--- config.mk ---
export PLATFORM = sky130hd
export DESIGN_NAME = nx_node_store_arb_flat
export DESIGN_NICKNAME = d
export VERILOG_FILES = /design/src/rtl/nx_node_store_arb_pkg.sv /design/src/rtl/nx_node_store_arb_if.sv /design/src/rtl/nx_node_store_wr_fifo.sv /design/src/rtl/nx_node_store_arb.sv /design/src/flat_wrapper.sv
export SDC_FILE = /design/constraint.sdc
export NUM_CORES = 1
export LEC_CHECK = 0
export BUFFER_PORTS_ARGS = -buffer_cell sky130_fd_sc_hd__buf_2
export CORE_UTILIZATION = 50
export DETAILED_ROUTE_END_ITERATION = 10
export PLACE_DENSITY = 0.77
export REMOVE_ABC_BUFFERS = 1
export SETUP_SLACK_MARGIN = 0.3
export SYNTH_ARGS = -nofsm -noshare
export SYNTH_HDL_FRONTEND = slang
export SYNTH_HIERARCHICAL = 1
export SYNTH_SLANG_ARGS = --single-unit
--- constraint.sdc ---
create_clock -name i_clk -period 3.56 [get_ports i_clk]
set_clock_uncertainty 0.1 [all_clocks]
set_input_delay 0.712 -clock i_clk [delete_from_list [all_inputs] [get_ports i_clk]]
set_output_delay 0.712 -clock i_clk [all_outputs]
set_load 0.05 [all_outputs]
--- src/rtl/nx_node_store_arb_pkg.sv ---
// rtl/nx_node_store_arb_pkg.sv - shared types and helpers for the node store port-A arbiter
package nx_node_store_arb_pkg;

  typedef enum logic [1:0] {
    NX_STORE_GRANT_IDLE  = 2'd0,
    NX_STORE_GRANT_READ  = 2'd1,
    NX_STORE_GRANT_WRITE = 2'd2
  } nx_store_grant_t;

  typedef enum logic [0:0] {
    NX_STORE_ARB_READ_PRIO = 1'b0,
    NX_STORE_ARB_DRAIN     = 1'b1
  } nx_store_arb_mode_t;

  localparam int NX_STORE_STALL_CNT_W = 16;

  // Occupancy counter width: must hold the value DEPTH itself.
  function automatic int nx_store_cnt_w(input int depth);
    return $clog2(depth) + 1;
  endfunction

endpackage

--- src/rtl/nx_node_store_arb_if.sv ---
// rtl/nx_node_store_arb_if.sv - decoder/core/port-A signal bundle (NX_NODE_STORE_ARB_STATS_EN adds o_stall_count)
interface nx_node_store_arb_if #(
  parameter int RAM_ADDR_W = 10,
  parameter int RAM_DATA_W = 32
);
  logic [RAM_ADDR_W-1:0] i_wr_addr;
  logic [RAM_DATA_W-1:0] i_wr_data;
  logic                  i_wr_valid;
  logic                  o_wr_ready;
  logic [RAM_ADDR_W-1:0] i_rd_addr;
  logic                  i_rd_en;
  logic                  o_rd_stall;
  logic [RAM_DATA_W-1:0] o_rd_data;
  logic                  o_rd_valid;
  logic [RAM_ADDR_W-1:0] o_ram_addr;
  logic [RAM_DATA_W-1:0] o_ram_wr_data;
  logic                  o_ram_wr_en;
  logic                  o_ram_en;
  logic [RAM_DATA_W-1:0] i_ram_rd_data;
`ifdef NX_NODE_STORE_ARB_STATS_EN
  logic [15:0]           o_stall_count;
`endif

  modport master (
    output i_wr_addr, i_wr_data, i_wr_valid, i_rd_addr, i_rd_en, i_ram_rd_data,
    input  o_wr_ready, o_rd_stall, o_rd_data, o_rd_valid,
           o_ram_addr, o_ram_wr_data, o_ram_wr_en, o_ram_en
`ifdef NX_NODE_STORE_ARB_STATS_EN
    , input o_stall_count
`endif
  );

  modport slave (
    input  i_wr_addr, i_wr_data, i_wr_valid, i_rd_addr, i_rd_en, i_ram_rd_data,
    output o_wr_ready, o_rd_stall, o_rd_data, o_rd_valid,
           o_ram_addr, o_ram_wr_data, o_ram_wr_en, o_ram_en
`ifdef NX_NODE_STORE_ARB_STATS_EN
    , output o_stall_count
`endif
  );

endinterface

--- src/rtl/nx_node_store_wr_fifo.sv ---
// rtl/nx_node_store_wr_fifo.sv - decoder write buffer with head, level flags and address hit
module nx_node_store_wr_fifo
  import nx_node_store_arb_pkg::*;
#(
  parameter int DEPTH  = 4,
  parameter int ADDR_W = 10,
  parameter int DATA_W = 32,
  parameter int CNT_W  = nx_store_cnt_w(DEPTH)
) (
  input  logic              clk,
  input  logic              rst,
  input  logic              push,
  input  logic [ADDR_W-1:0] push_addr,
  input  logic [DATA_W-1:0] push_data,
  input  logic              pop,
  input  logic [ADDR_W-1:0] cmp_addr,
  output logic [ADDR_W-1:0] head_addr,
  output logic [DATA_W-1:0] head_data,
  output logic              full,
  output logic              empty,
  output logic [CNT_W-1:0]  count,
  output logic              hit
);
  localparam int PTR_W = $clog2(DEPTH);

  logic [ADDR_W-1:0] addr_mem [DEPTH];
  logic [DATA_W-1:0] data_mem [DEPTH];
  logic [DEPTH-1:0]  valid_q;
  logic [DEPTH-1:0]  valid_nxt;
  logic [DEPTH-1:0]  match;
  logic [PTR_W-1:0]  wr_ptr;
  logic [PTR_W-1:0]  rd_ptr;
  logic [CNT_W-1:0]  count_q;
  logic              do_push;
  logic              do_pop;

  assign full      = (count_q == CNT_W'(DEPTH));
  assign empty     = (count_q == '0);
  assign count     = count_q;
  assign do_pop    = pop && !empty;
  assign do_push   = push && (!full || do_pop);
  assign head_addr = addr_mem[rd_ptr];
  assign head_data = data_mem[rd_ptr];

  // Slot occupancy: a pop frees the head slot, a push claims the tail (push wins on a shared slot).
  always_comb begin
    valid_nxt = valid_q;
    if (do_pop)  valid_nxt[rd_ptr] = 1'b0;
    if (do_push) valid_nxt[wr_ptr] = 1'b1;
  end

  // Per-entry address compare against the fetch address, only for occupied slots.
  always_comb begin
    for (int i = 0; i < DEPTH; i++) begin
      match[i] = valid_q[i] && (addr_mem[i] == cmp_addr);
    end
  end

  assign hit = |match;

  // Entry storage; contents of free slots are don't-care so no reset is needed.
  always_ff @(posedge clk) begin
    if (do_push) begin
      addr_mem[wr_ptr] <= push_addr;
      data_mem[wr_ptr] <= push_data;
    end
  end

  // Pointers, occupancy count and slot-valid bits.
  always_ff @(posedge clk) begin
    if (rst) begin
      wr_ptr  <= '0;
      rd_ptr  <= '0;
      count_q <= '0;
      valid_q <= '0;
    end else begin
      if (do_push) wr_ptr <= wr_ptr + PTR_W'(1);
      if (do_pop)  rd_ptr <= rd_ptr + PTR_W'(1);
      count_q <= count_q + CNT_W'(do_push) - CNT_W'(do_pop);
      valid_q <= valid_nxt;
    end
  end

endmodule

--- src/rtl/nx_node_store_arb.sv ---
// rtl/nx_node_store_arb.sv - port-A arbiter between decoder writes and core fetch (option: NX_NODE_STORE_ARB_STATS_EN)
module nx_node_store_arb
  import nx_node_store_arb_pkg::*;
#(
  parameter int RAM_ADDR_W    = 10,
  parameter int RAM_DATA_W    = 32,
  parameter int WR_FIFO_DEPTH = 4,
  parameter int STARVE_LIMIT  = 3
) (
  input logic               i_clk,
  input logic               i_rst,
  nx_node_store_arb_if.slave bus
);
  localparam int CNT_W = nx_store_cnt_w(WR_FIFO_DEPTH);
  localparam int STV_W = $clog2(STARVE_LIMIT + 1);

  localparam logic [0:0] MODE_READ_PRIO = NX_STORE_ARB_READ_PRIO;
  localparam logic [0:0] MODE_DRAIN     = NX_STORE_ARB_DRAIN;

  nx_store_grant_t   grant;
  logic [0:0]        mode_q;
  logic [0:0]        mode_nxt;
  logic [STV_W-1:0]  starve_q;
  logic              starve_at_limit;
  logic              fifo_full;
  logic              fifo_empty;
  logic [CNT_W-1:0]  fifo_count;
  logic [CNT_W-1:0]  count_nxt;
  logic              fifo_hit;
  logic              raw_hit;
  logic              drain_trig;
  logic              drain_now;
  logic              push;
  logic              pop;
  logic              rd_valid_q;
  logic [RAM_ADDR_W-1:0] head_addr;
  logic [RAM_DATA_W-1:0] head_data;

  nx_node_store_wr_fifo #(
    .DEPTH  (WR_FIFO_DEPTH),
    .ADDR_W (RAM_ADDR_W),
    .DATA_W (RAM_DATA_W),
    .CNT_W  (CNT_W)
  ) u_wr_fifo (
    .clk       (i_clk),
    .rst       (i_rst),
    .push      (push),
    .push_addr (bus.i_wr_addr),
    .push_data (bus.i_wr_data),
    .pop       (pop),
    .cmp_addr  (bus.i_rd_addr),
    .head_addr (head_addr),
    .head_data (head_data),
    .full      (fifo_full),
    .empty     (fifo_empty),
    .count     (fifo_count),
    .hit       (fifo_hit)
  );

  // Ready never depends on this cycle's pop, only on occupancy and reset.
  assign bus.o_wr_ready = !i_rst && !fifo_full;
  assign push           = bus.i_wr_valid && bus.o_wr_ready;
  assign pop            = (grant == NX_STORE_GRANT_WRITE);
  assign count_nxt      = fifo_count + CNT_W'(push) - CNT_W'(pop);

  assign raw_hit         = bus.i_rd_en && fifo_hit;
  assign starve_at_limit = (starve_q == STV_W'(STARVE_LIMIT));
  // A full buffer or an exhausted starvation budget forces writes from this very cycle.
  assign drain_trig      = fifo_full || (starve_at_limit && !fifo_empty);
  assign drain_now       = (mode_q == MODE_DRAIN) || drain_trig;

  // Per-cycle grant, highest priority first: RAW hazard, drain, fetch, opportunistic write.
  always_comb begin
    grant = NX_STORE_GRANT_IDLE;
    if (i_rst)                         grant = NX_STORE_GRANT_IDLE;
    else if (raw_hit)                  grant = NX_STORE_GRANT_WRITE;
    else if (drain_now && !fifo_empty) grant = NX_STORE_GRANT_WRITE;
    else if (bus.i_rd_en)              grant = NX_STORE_GRANT_READ;
    else if (!fifo_empty)              grant = NX_STORE_GRANT_WRITE;
  end

  // Mode: enter drain on a trigger unless this cycle already empties the buffer; leave when empty.
  always_comb begin
    mode_nxt = mode_q;
    if (mode_q == MODE_READ_PRIO) begin
      if (drain_trig && (count_nxt != '0)) mode_nxt = MODE_DRAIN;
    end else if (count_nxt == '0) begin
      mode_nxt = MODE_READ_PRIO;
    end
  end

  // Mode register.
  always_ff @(posedge i_clk) begin
    if (i_rst) mode_q <= MODE_READ_PRIO;
    else       mode_q <= mode_nxt;
  end

  // Consecutive cycles a pending write has lost port A, saturating at the limit.
  always_ff @(posedge i_clk) begin
    if (i_rst || fifo_empty || pop) starve_q <= '0;
    else if (!starve_at_limit)      starve_q <= starve_q + STV_W'(1);
  end

  // Read data returns one cycle after the grant, straight from the RAM output.
  always_ff @(posedge i_clk) begin
    if (i_rst) rd_valid_q <= 1'b0;
    else       rd_valid_q <= (grant == NX_STORE_GRANT_READ);
  end

  assign bus.o_rd_valid    = rd_valid_q && !i_rst;
  assign bus.o_rd_data     = bus.i_ram_rd_data;
  assign bus.o_rd_stall    = i_rst || (bus.i_rd_en && (grant != NX_STORE_GRANT_READ));
  assign bus.o_ram_en      = (grant != NX_STORE_GRANT_IDLE);
  assign bus.o_ram_wr_en   = (grant == NX_STORE_GRANT_WRITE);
  assign bus.o_ram_addr    = (grant == NX_STORE_GRANT_WRITE) ? head_addr : bus.i_rd_addr;
  assign bus.o_ram_wr_data = head_data;

`ifdef NX_NODE_STORE_ARB_STATS_EN
  logic [NX_STORE_STALL_CNT_W-1:0] stall_cnt_q;

  // Saturating count of stalled fetch cycles outside reset.
  always_ff @(posedge i_clk) begin
    if (i_rst) stall_cnt_q <= '0;
    else if (bus.o_rd_stall && (stall_cnt_q != '1))
      stall_cnt_q <= stall_cnt_q + NX_STORE_STALL_CNT_W'(1);
  end

  assign bus.o_stall_count = stall_cnt_q;
`endif

endmodule

--- src/flat_wrapper.sv ---
// flat-port wrapper written by rule: the top's interface ports become plain ports
module nx_node_store_arb_flat import nx_node_store_arb_pkg::*;
#(
  parameter int RAM_ADDR_W    = 10,
  parameter int RAM_DATA_W    = 32,
  parameter int WR_FIFO_DEPTH = 4,
  parameter int STARVE_LIMIT  = 3
)
  (i_clk, i_rst, bus_i_wr_addr, bus_i_wr_data, bus_i_wr_valid, bus_i_rd_addr, bus_i_rd_en, bus_i_ram_rd_data, bus_o_wr_ready, bus_o_rd_stall, bus_o_rd_data, bus_o_rd_valid, bus_o_ram_addr, bus_o_ram_wr_data, bus_o_ram_wr_en, bus_o_ram_en);
  nx_node_store_arb_if #(.RAM_ADDR_W(RAM_ADDR_W), .RAM_DATA_W(RAM_DATA_W)) bus_i ();
  input logic i_clk;
  input logic i_rst;
  input wire logic [$bits(bus_i.i_wr_addr)-1:0] bus_i_wr_addr;
  input wire logic [$bits(bus_i.i_wr_data)-1:0] bus_i_wr_data;
  input wire logic [$bits(bus_i.i_wr_valid)-1:0] bus_i_wr_valid;
  input wire logic [$bits(bus_i.i_rd_addr)-1:0] bus_i_rd_addr;
  input wire logic [$bits(bus_i.i_rd_en)-1:0] bus_i_rd_en;
  input wire logic [$bits(bus_i.i_ram_rd_data)-1:0] bus_i_ram_rd_data;
  output wire logic [$bits(bus_i.o_wr_ready)-1:0] bus_o_wr_ready;
  output wire logic [$bits(bus_i.o_rd_stall)-1:0] bus_o_rd_stall;
  output wire logic [$bits(bus_i.o_rd_data)-1:0] bus_o_rd_data;
  output wire logic [$bits(bus_i.o_rd_valid)-1:0] bus_o_rd_valid;
  output wire logic [$bits(bus_i.o_ram_addr)-1:0] bus_o_ram_addr;
  output wire logic [$bits(bus_i.o_ram_wr_data)-1:0] bus_o_ram_wr_data;
  output wire logic [$bits(bus_i.o_ram_wr_en)-1:0] bus_o_ram_wr_en;
  output wire logic [$bits(bus_i.o_ram_en)-1:0] bus_o_ram_en;
  assign bus_i.i_wr_addr = bus_i_wr_addr;
  assign bus_i.i_wr_data = bus_i_wr_data;
  assign bus_i.i_wr_valid = bus_i_wr_valid;
  assign bus_i.i_rd_addr = bus_i_rd_addr;
  assign bus_i.i_rd_en = bus_i_rd_en;
  assign bus_i.i_ram_rd_data = bus_i_ram_rd_data;
  assign bus_o_wr_ready = bus_i.o_wr_ready;
  assign bus_o_rd_stall = bus_i.o_rd_stall;
  assign bus_o_rd_data = bus_i.o_rd_data;
  assign bus_o_rd_valid = bus_i.o_rd_valid;
  assign bus_o_ram_addr = bus_i.o_ram_addr;
  assign bus_o_ram_wr_data = bus_i.o_ram_wr_data;
  assign bus_o_ram_wr_en = bus_i.o_ram_wr_en;
  assign bus_o_ram_en = bus_i.o_ram_en;
  nx_node_store_arb #(.RAM_ADDR_W(RAM_ADDR_W), .RAM_DATA_W(RAM_DATA_W), .WR_FIFO_DEPTH(WR_FIFO_DEPTH), .STARVE_LIMIT(STARVE_LIMIT)) u_core (.i_clk(i_clk), .i_rst(i_rst), .bus(bus_i));
endmodule
==> results of run 1 <==
[power groups by stage]
stage | clock network, mW | registers, mW | logic [mW]
final | 1.80 | 2.65 | 1.73
after global routing | 1.91 | 2.66 | 1.84
after CTS | 1.84 | 2.65 | 1.68
after detailed placement | 0 | 2.69 | 1.58
after global placement | 0 | 2.68 | 1.55
after floorplan | 0 | 2.68 | 1.11
[final cells by class]
cell class	count	area (um^2)
fillers	1180	6190
flip-flops and latches	185	5390
multi-input cells	222	2400
repair buffers	147	1020
clock buffers	19	433
well taps	216	270
clock inverters	13	135
inverters	13	48.8
[worst register-to-register path: stages (launching register included)]
cell and delay (ps):
edfxtp_1 460, xor2_2 220, nor4_2 60, nand4_1 90, o22ai_1 80, or3_4 360, nand2_4 80, a21boi_2 160
nor2_2 60, buf_4 150, ha_1 260, inv_1 50, ha_2 170, fa_2 370, xnor2_2 140, xnor2_1 120
a211oi_1 190
[cell families after synthesis]
group / after synthesis / synth area share
flip-flops: 185 / 0.661
AND/OR/NAND/NOR: 85 / 0.0618
buffers and inverters: 74 / 0.0559
XOR/XNOR: 46 / 0.0504
multiplexers: 43 / 0.117
AO/OA/AOI/OAI: 34 / 0.0298
adder cells (fa/ha/maj): 14 / 0.0234
[routing by layer]
metal / share of wire / up-vias / wire length [um]
met2: 0.51 / 191 / 8740
met3: 0.091 / 19 / 1570
met4: 0.012 / 0 / 206
li1: - / 2052 / -
met1: 0.39 / 2322 / 6640
met5: 0 / - / 0
[worst max path at each step]
stage | to | slack (ps)
floorplan | u_core/u_wr_fifo/addr_mem[0][0]$_DFFE_PP_ | -1370
global placement | u_core/mode_q$_SDFF_PP0_ | -7
detailed placement | u_core/u_wr_fifo/count[2]$_SDFF_PP0_ | -90
CTS | bus_o_ram_wr_en | 260
global route | bus_o_ram_addr[8] | 160
finish | bus_o_ram_addr[1] | 280
[state kept, by name (all words and copies together) (netlist names), named ones only]
signal,flops
u_core/u_wr_fifo/addr_mem,40
u_core/u_wr_fifo/valid_q,4
u_core/u_wr_fifo/rd_ptr,2
u_core/mode_q,1
u_core/rd_valid_q,1
u_core/u_wr_fifo/count,3
u_core/u_wr_fifo/wr_ptr,2
u_core/u_wr_fifo/data_mem,128
u_core/starve_q,2
[cells in the final DEF, fill, tap and decap left out, types with 3 or more instances in the layout]
cell,synthesis,layout
xor2_1,8,6
ha_1,12,11
a31oi_1,10,7
inv_1,13,13
nor2_1,17,16
nand2_1,8,7
a32oi_1,10,10
buf_2,9,89
and2_2,0,4
buf_4,37,37
mux4_2,42,42
dfxtp_1,17,15
and4b_1,10,10
nand4_1,8,8
edfxtp_1,168,168
nand3_1,22,21
inv_6,0,7
xor2_2,1,3
xnor2_1,37,36
a21oi_1,6,6
nor3_1,4,4
clkbuf_16,0,17
buf_12,0,6
buf_6,3,14
[metrics by stage]
stage                     std cells  setup WS (ps)  area [um^2]  TNS [ps]
final                           815            278         9690         0
after global routing            815            158         9690         0
after CTS                       813            263         9580         0
after detailed placement        778          -89.7         8900      -177
after global placement          778          -7.10         8900     -7.10
after floorplan                 420          -1370         7740   -244990
[what timing repair did]
item,in CTS,in global routing
buffers inserted,3,2
setup endpoints to repair,19,43
pin swaps,8,11
resized for setup,26,21
==> impl_metrics.json, run 1 <==
{
  "worstPathArrival_ps": 2470,
  "place.gp.congestion": 0.842,
  "r2r_slack_ps": 370,
  "post-dp-hpwl_um": 11800,
  "fin_nets": 688,
  "drcViolationCount": 0,
  "vias": 4584,
  "synth_ff_type": "edfxtp_1",
  "max_cap_violations": 0,
  "critPathMaxStageDelay_ps": 410,
  "min_path_type": "flip-flop to flip-flop",
  "critPathLaunch": "bus_i_rd_addr[6]",
  "worst_setup_path_start_kind": "input pin",
  "grt_util_met1": 0.255,
  "min_path_cells": 1,
  "grt.busiest_layer": "met2",
  "clk_pin_slew_worst_paths_ps": 70,
  "met2_usage": 0.362,
  "antenna_found_initial": 0,
  "ys_seq_elements": 185,
  "pin_count": 167,
  "status": "complete, no violations",
  "power_switching_mw": 2.00,
  "cts_made_buffers": 17,
  "switching_share": 0.323,
  "worstPathCellList": "buf_2 -> buf_4 -> xnor2_1 -> nand4_1 -> nor3_1 -> or3_4 -> buf_6 -> and4b_1 -> a31oi_4 -> nand3_2 -> buf_6",
  "synth-edff-count": 168,
  "die_w_um": 130,
  "clk_latency_ps": 420,
  "port_buffers": 102,
  "p_seq_frac": 0.429,
  "whs_ps": 324,
  "grtUsageTotal": 0.217,
  "synth_area_leader_cell": "edfxtp_1",
  "slew_violations": 0,
  "die_area_um2": 16800,
  "drive_gt1_frac": 0.411,
  "ys_warn_count": 6,
  "rr_startpoint": "u_core/u_wr_fifo/addr_mem[2][6]$_DFFE_PP_",
  "cts_hold_buffers": 0,
  "avgSynthCellArea_um2": 16.9,
  "r2r_end": "u_core/mode_q$_SDFF_PP0_",
  "power_frac_clock": 0.292,
  "diodes": 0,
  "setup_viol_count_final": 0,
  "cp_top_family": "simple AND/OR/NAND/NOR gates",
  "placementRows": 46,
  "die_h_um": 130,
  "drt_iter0_drc": 218,
  "ir_drop_v": 0.000382,
  "post-route-period-util": 0.922,
  "vias_per_cell": 5.62,
  "critPathMaxFanout": 12,
  "postSynthCellCount": 481,
  "reg2reg_depth": 16,
  "p_leak_nw": 3.38,
  "wl_per_cell_um": 21.1,
  "core-area_um2": 15900,
  "syn-cell-area_um2": 8140,
  "grt_first_pass_wirelength_um": 26100,
  "finalWirelength_um": 17200,
  "slowest_stage": "or3_4",
  "p_int_mw": 4.18,
  "end_kind": "primary output",
  "critPathBufInv": 4,
  "grt_overflow": 0,
  "netlist.area_leader.share": 0.620,
  "worstMarginPinSlew_ps": 476,
  "clockBufferDepth": 2,
  "grt_pass1_vias": 4705,
  "cp.required_ps": 2750,
  "finalHoldViolations": 0,
  "cts_root_buffer": "clkbuf_16",
  "finalCriticalPeriod_ps": 3280,
  "p_comb_frac": 0.280,
  "power.density_nw_per_um2": 637,
  "rsz0062_at_grt": "yes",
  "max_slew_margin": 0.682,
  "fin_util": 0.610,
  "synth_area_leaders": "edfxtp_1 62%, mux4_2 12%, dfxtp_1 4.2%",
  "hold_start": "u_core/starve_q[0]$_SDFFE_PP0P_",
  "yosysSeqAreaShare": 0.661,
  "synthTopCellsByCount": "168 x edfxtp_1, 42 x mux4_2, 37 x buf_4, 37 x xnor2_1, 22 x nand3_1",
  "cp.depth": 11,
  "critical_path_class": "input pin to primary output",
  "tritoncts": "done",
  "initial_utilization": 0.513,
  "grt_use_met3": 0.0892,
  "holdPathEnd": "u_core/starve_q[0]$_SDFFE_PP0P_",
  "grt_max_degree": 33,
  "synth_cell_types": 41,
  "finalPower_mw": 6.17,
  "cts_sinks": 185,
  "dr.pass1.iters": 5,
  "crit_top_cell": "buf_6",
  "async_reset_ff_frac": 0,
  "cts_max_level": 4,
  "ant_nets": 0,
  "syn2layout_area_growth_pct": 19.0,
  "yosysMostFrequentCell": "edfxtp_1",
  "max_freq_ghz": 0.305
}
(Power assumes the default switching activity.)
==> inputs of run 2 (changes only) <==
--- a/config.mk
+++ b/config.mk
@@ -6,9 +6,9 @@
 export NUM_CORES = 1
 export LEC_CHECK = 0
 export BUFFER_PORTS_ARGS = -buffer_cell sky130_fd_sc_hd__buf_2
-export CORE_UTILIZATION = 50
+export CORE_UTILIZATION = 55
 export DETAILED_ROUTE_END_ITERATION = 10
-export PLACE_DENSITY = 0.77
+export PLACE_DENSITY = 0.8
 export REMOVE_ABC_BUFFERS = 1
 export SETUP_SLACK_MARGIN = 0.3
 export SYNTH_ARGS = -nofsm -noshare
==> constraint.sdc (replaced) <==
create_clock -name i_clk -period 3.4 [get_ports i_clk]
set_clock_uncertainty 0.1 [all_clocks]
set_input_delay 0.68 -clock i_clk [delete_from_list [all_inputs] [get_ports i_clk]]
set_output_delay 0.68 -clock i_clk [all_outputs]
set_load 0.05 [all_outputs]
==> run 2 against run 1 <==
Against the previous run: die area down 9.0%; sequential cell count unchanged; utilization up 9.0 points; non-clock buffer count up 9.
==> impl_metrics.json, run 2 (same netlist as run 1, synthesis figures left out) <==
{
  "p_seq_frac": 0.415,
  "dp_cells": 743,
  "max_freq_ghz": 0.305,
  "critPathLaunch": "bus_i_rd_addr[6]",
  "grt_overflow": 0,
  "cp.required_ps": 2620,
  "drive_gt1_frac": 0.446,
  "status": "complete, no violations",
  "clk_latency_ps": 420,
  "regMostFlops": "u_core/u_wr_fifo/data_mem",
  "p_comb_frac": 0.300,
  "wl_per_cell_um": 23.8,
  "critPathBufInv": 4,
  "r2r_slack_ps": 190,
  "clk_pin_slew_worst_paths_ps": 60,
  "design_area_um2": 10100,
  "seqCellArea_um2": 5390,
  "syn2layout_area_growth_pct": 24.4,
  "power_switching_mw": 2.19,
  "power.density_nw_per_um2": 659,
  "reg2reg_depth": 16,
  "max_cap_violations": 0,
  "finalPower_mw": 6.68,
  "ir_drop_v": 0.000594,
  "r2r_end": "u_core/mode_q$_SDFF_PP0_",
  "finalHoldViolations": 0,
  "min_path_type": "flip-flop to flip-flop",
  "fin_nets": 697,
  "critPathMaxStageDelay_ps": 410,
  "critical_path_class": "input pin to primary output",
  "clockBufferDepth": 2,
  "p_leak_nw": 3.55,
  "rr_startpoint": "u_core/u_wr_fifo/addr_mem[2][6]$_DFFE_PP_",
  "critPathMaxFanout": 12,
  "p_int_mw": 4.49,
  "finalCriticalPeriod_ps": 3280,
  "cp_top_family": "simple AND/OR/NAND/NOR gates",
  "end_kind": "primary output",
  "final_common_cell": "edfxtp_1",
  "worstMarginPinSlew_ps": 522,
  "dr.pass1.iters": 4,
  "die_w_um": 124,
  "core-area_um2": 14500,
  "multi_input_area_um2": 2510,
  "final_cells": 791,
  "grt_first_pass_wirelength_um": 25700,
  "cts_root_buffer": "clkbuf_16",
  "grt_max_degree": 32,
  "place.gp.congestion": 0.876,
  "ant_nets": 0,
  "diodes": 0,
  "die_h_um": 124,
  "switching_share": 0.327,
  "final_cell_mix": "168 x edfxtp_1, 90 x buf_2, 42 x mux4_2",
  "cts_made_buffers": 17,
  "initial_utilization": 0.562,
  "max_slew_margin": 0.652,
  "grtUsageTotal": 0.240,
  "finalWirelength_um": 18900,
  "reg_top3": "u_core/u_wr_fifo/data_mem (128), u_core/u_wr_fifo/addr_mem (40), u_core/u_wr_fifo/valid_q (4)",
  "pin_count": 167,
  "worstPathArrival_ps": 2500,
  "cts_sinks": 185,
  "slew_violations": 0,
  "cp.depth": 11,
  "fill_cells": 873,
  "drcViolationCount": 0,
  "worst_setup_path_start_kind": "input pin",
  "port_buffers": 102,
  "largest_register_ffs": 128,
  "grt_pass1_vias": 4726,
  "die_area_um2": 15300,
  "fin_util": 0.700,
  "antenna_found_initial": 1,
  "vias": 4776,
  "slowest_stage": "or3_4",
  "placementRows": 44,
  "setup_viol_count_final": 0,
  "drt_iter0_drc": 323,
  "post-route-period-util": 0.965,
  "dpl-instance-area_um2": 8900,
  "min_path_cells": 1,
  "tritoncts": "done",
  "post-dp-hpwl_um": 11700,
  "worstPathCellList": "buf_2 -> buf_12 -> xnor2_1 -> nand4_1 -> nor3_1 -> or3_4 -> buf_6 -> and4b_1 -> a31oi_4 -> nand3_2 -> buf_8",
  "cts_max_level": 4,
  "power_frac_clock": 0.285,
  "vias_per_cell": 6.04,
  "crit_end": "bus_o_ram_addr[0]",
  "rsz0062_at_grt": "yes"
}
## run 2: cell types whose count changed in the layout (fill, tap and decap cells not counted), moves of 4 or more
cell | previous run | this run
buf_8 | 1 | 8
nand3_2 | 1 | 5
clkbuf_16 | 17 | 26
nand3_1 | 21 | 17
and2_4 | 0 | 4
a31oi_4 | 1 | 5
buf_4 | 37 | 24
buf_12 | 6 | 13
and2_2 | 4 | 0
## run 2: metal layers
layer / track usage / vias to the layer above / part of all wire / routed length [um]
met2: 0.392 / 259 / 0.52 / 9800
li1: - / 2074 / - / -
met1: 0.279 / 2417 / 0.37 / 6940
met3: 0.108 / 24 / 0.098 / 1850
met5: 0.0208 / - / 0.00053 / 10
met4: 0.0836 / 2 / 0.014 / 257
## run 2: layout make-up
type	instances	area share
sequential	185	0.532
multi-input combinational	222	0.248
timing repair buffer	156	0.135
clock buffer	17	0.0420
tap	184	0.0227
clock inverter	14	0.0154
inverter	13	0.00482
## run 2: worst register-to-register path, delay by kind of cell (launching register included)
kind	cells	cell delay [ps]
flip-flops	1	460
XOR/XNOR	3	560
AND/OR/NAND/NOR	5	760
AO/OA/AOI/OAI	3	400
adder cells (fa/ha/maj)	3	630
buffers and inverters	2	180
## run 2: power by group through the flow
| stage | Sequential, mW | Clock (mW) | Combinational [mW] |
|---|---|---|---|
| floorplan | 2.81 | 0 | 1.16 |
| global placement | 2.80 | 0 | 1.65 |
| detailed placement | 2.82 | 0 | 1.69 |
| CTS | 2.77 | 1.94 | 1.84 |
| global route | 2.79 | 2.03 | 2.11 |
| finish | 2.77 | 1.90 | 2.00 |
## run 2: how the worst min path moves through the flow
stage	start	endpoint	slack [ps]
final	u_core/starve_q[0]$_SDFFE_PP0P_	u_core/starve_q[0]$_SDFFE_PP0P_	320
after global routing	bus_i_wr_data[12]	u_core/u_wr_fifo/data_mem[2][12]$_DFFE_PP_	340
after CTS	u_core/starve_q[0]$_SDFFE_PP0P_	u_core/starve_q[0]$_SDFFE_PP0P_	330
after detailed placement	u_core/starve_q[0]$_SDFFE_PP0P_	u_core/starve_q[0]$_SDFFE_PP0P_	320
after global placement	u_core/starve_q[0]$_SDFFE_PP0P_	u_core/starve_q[0]$_SDFFE_PP0P_	310
after floorplan	u_core/starve_q[0]$_SDFFE_PP0P_	u_core/starve_q[0]$_SDFFE_PP0P_	300
## run 2: timing repair
| action | 4_1_cts | 5_1_grt |
|---|---|---|
| buffers inserted | 3 | 2 |
| cloned | 0 | 12 |
| setup endpoints to repair | 15 | 187 |
| hold buffers | 0 | 0 |
| gates resized for setup | 46 | 37 |
| pin swaps | 30 | 18 |
## run 2: per-stage QoR
| step | TNS [ps] | worst slack [ps] | hold slack, ps |
|---|---|---|---|
| after floorplan | -270980 | -1500 | 299 |
| after global placement | -283 | -142 | 309 |
| after detailed placement | -1310 | -267 | 321 |
| after CTS | 0 | 158 | 330 |
| after global routing | -716 | -112 | 345 |
| final | 0 | 118 | 324 |
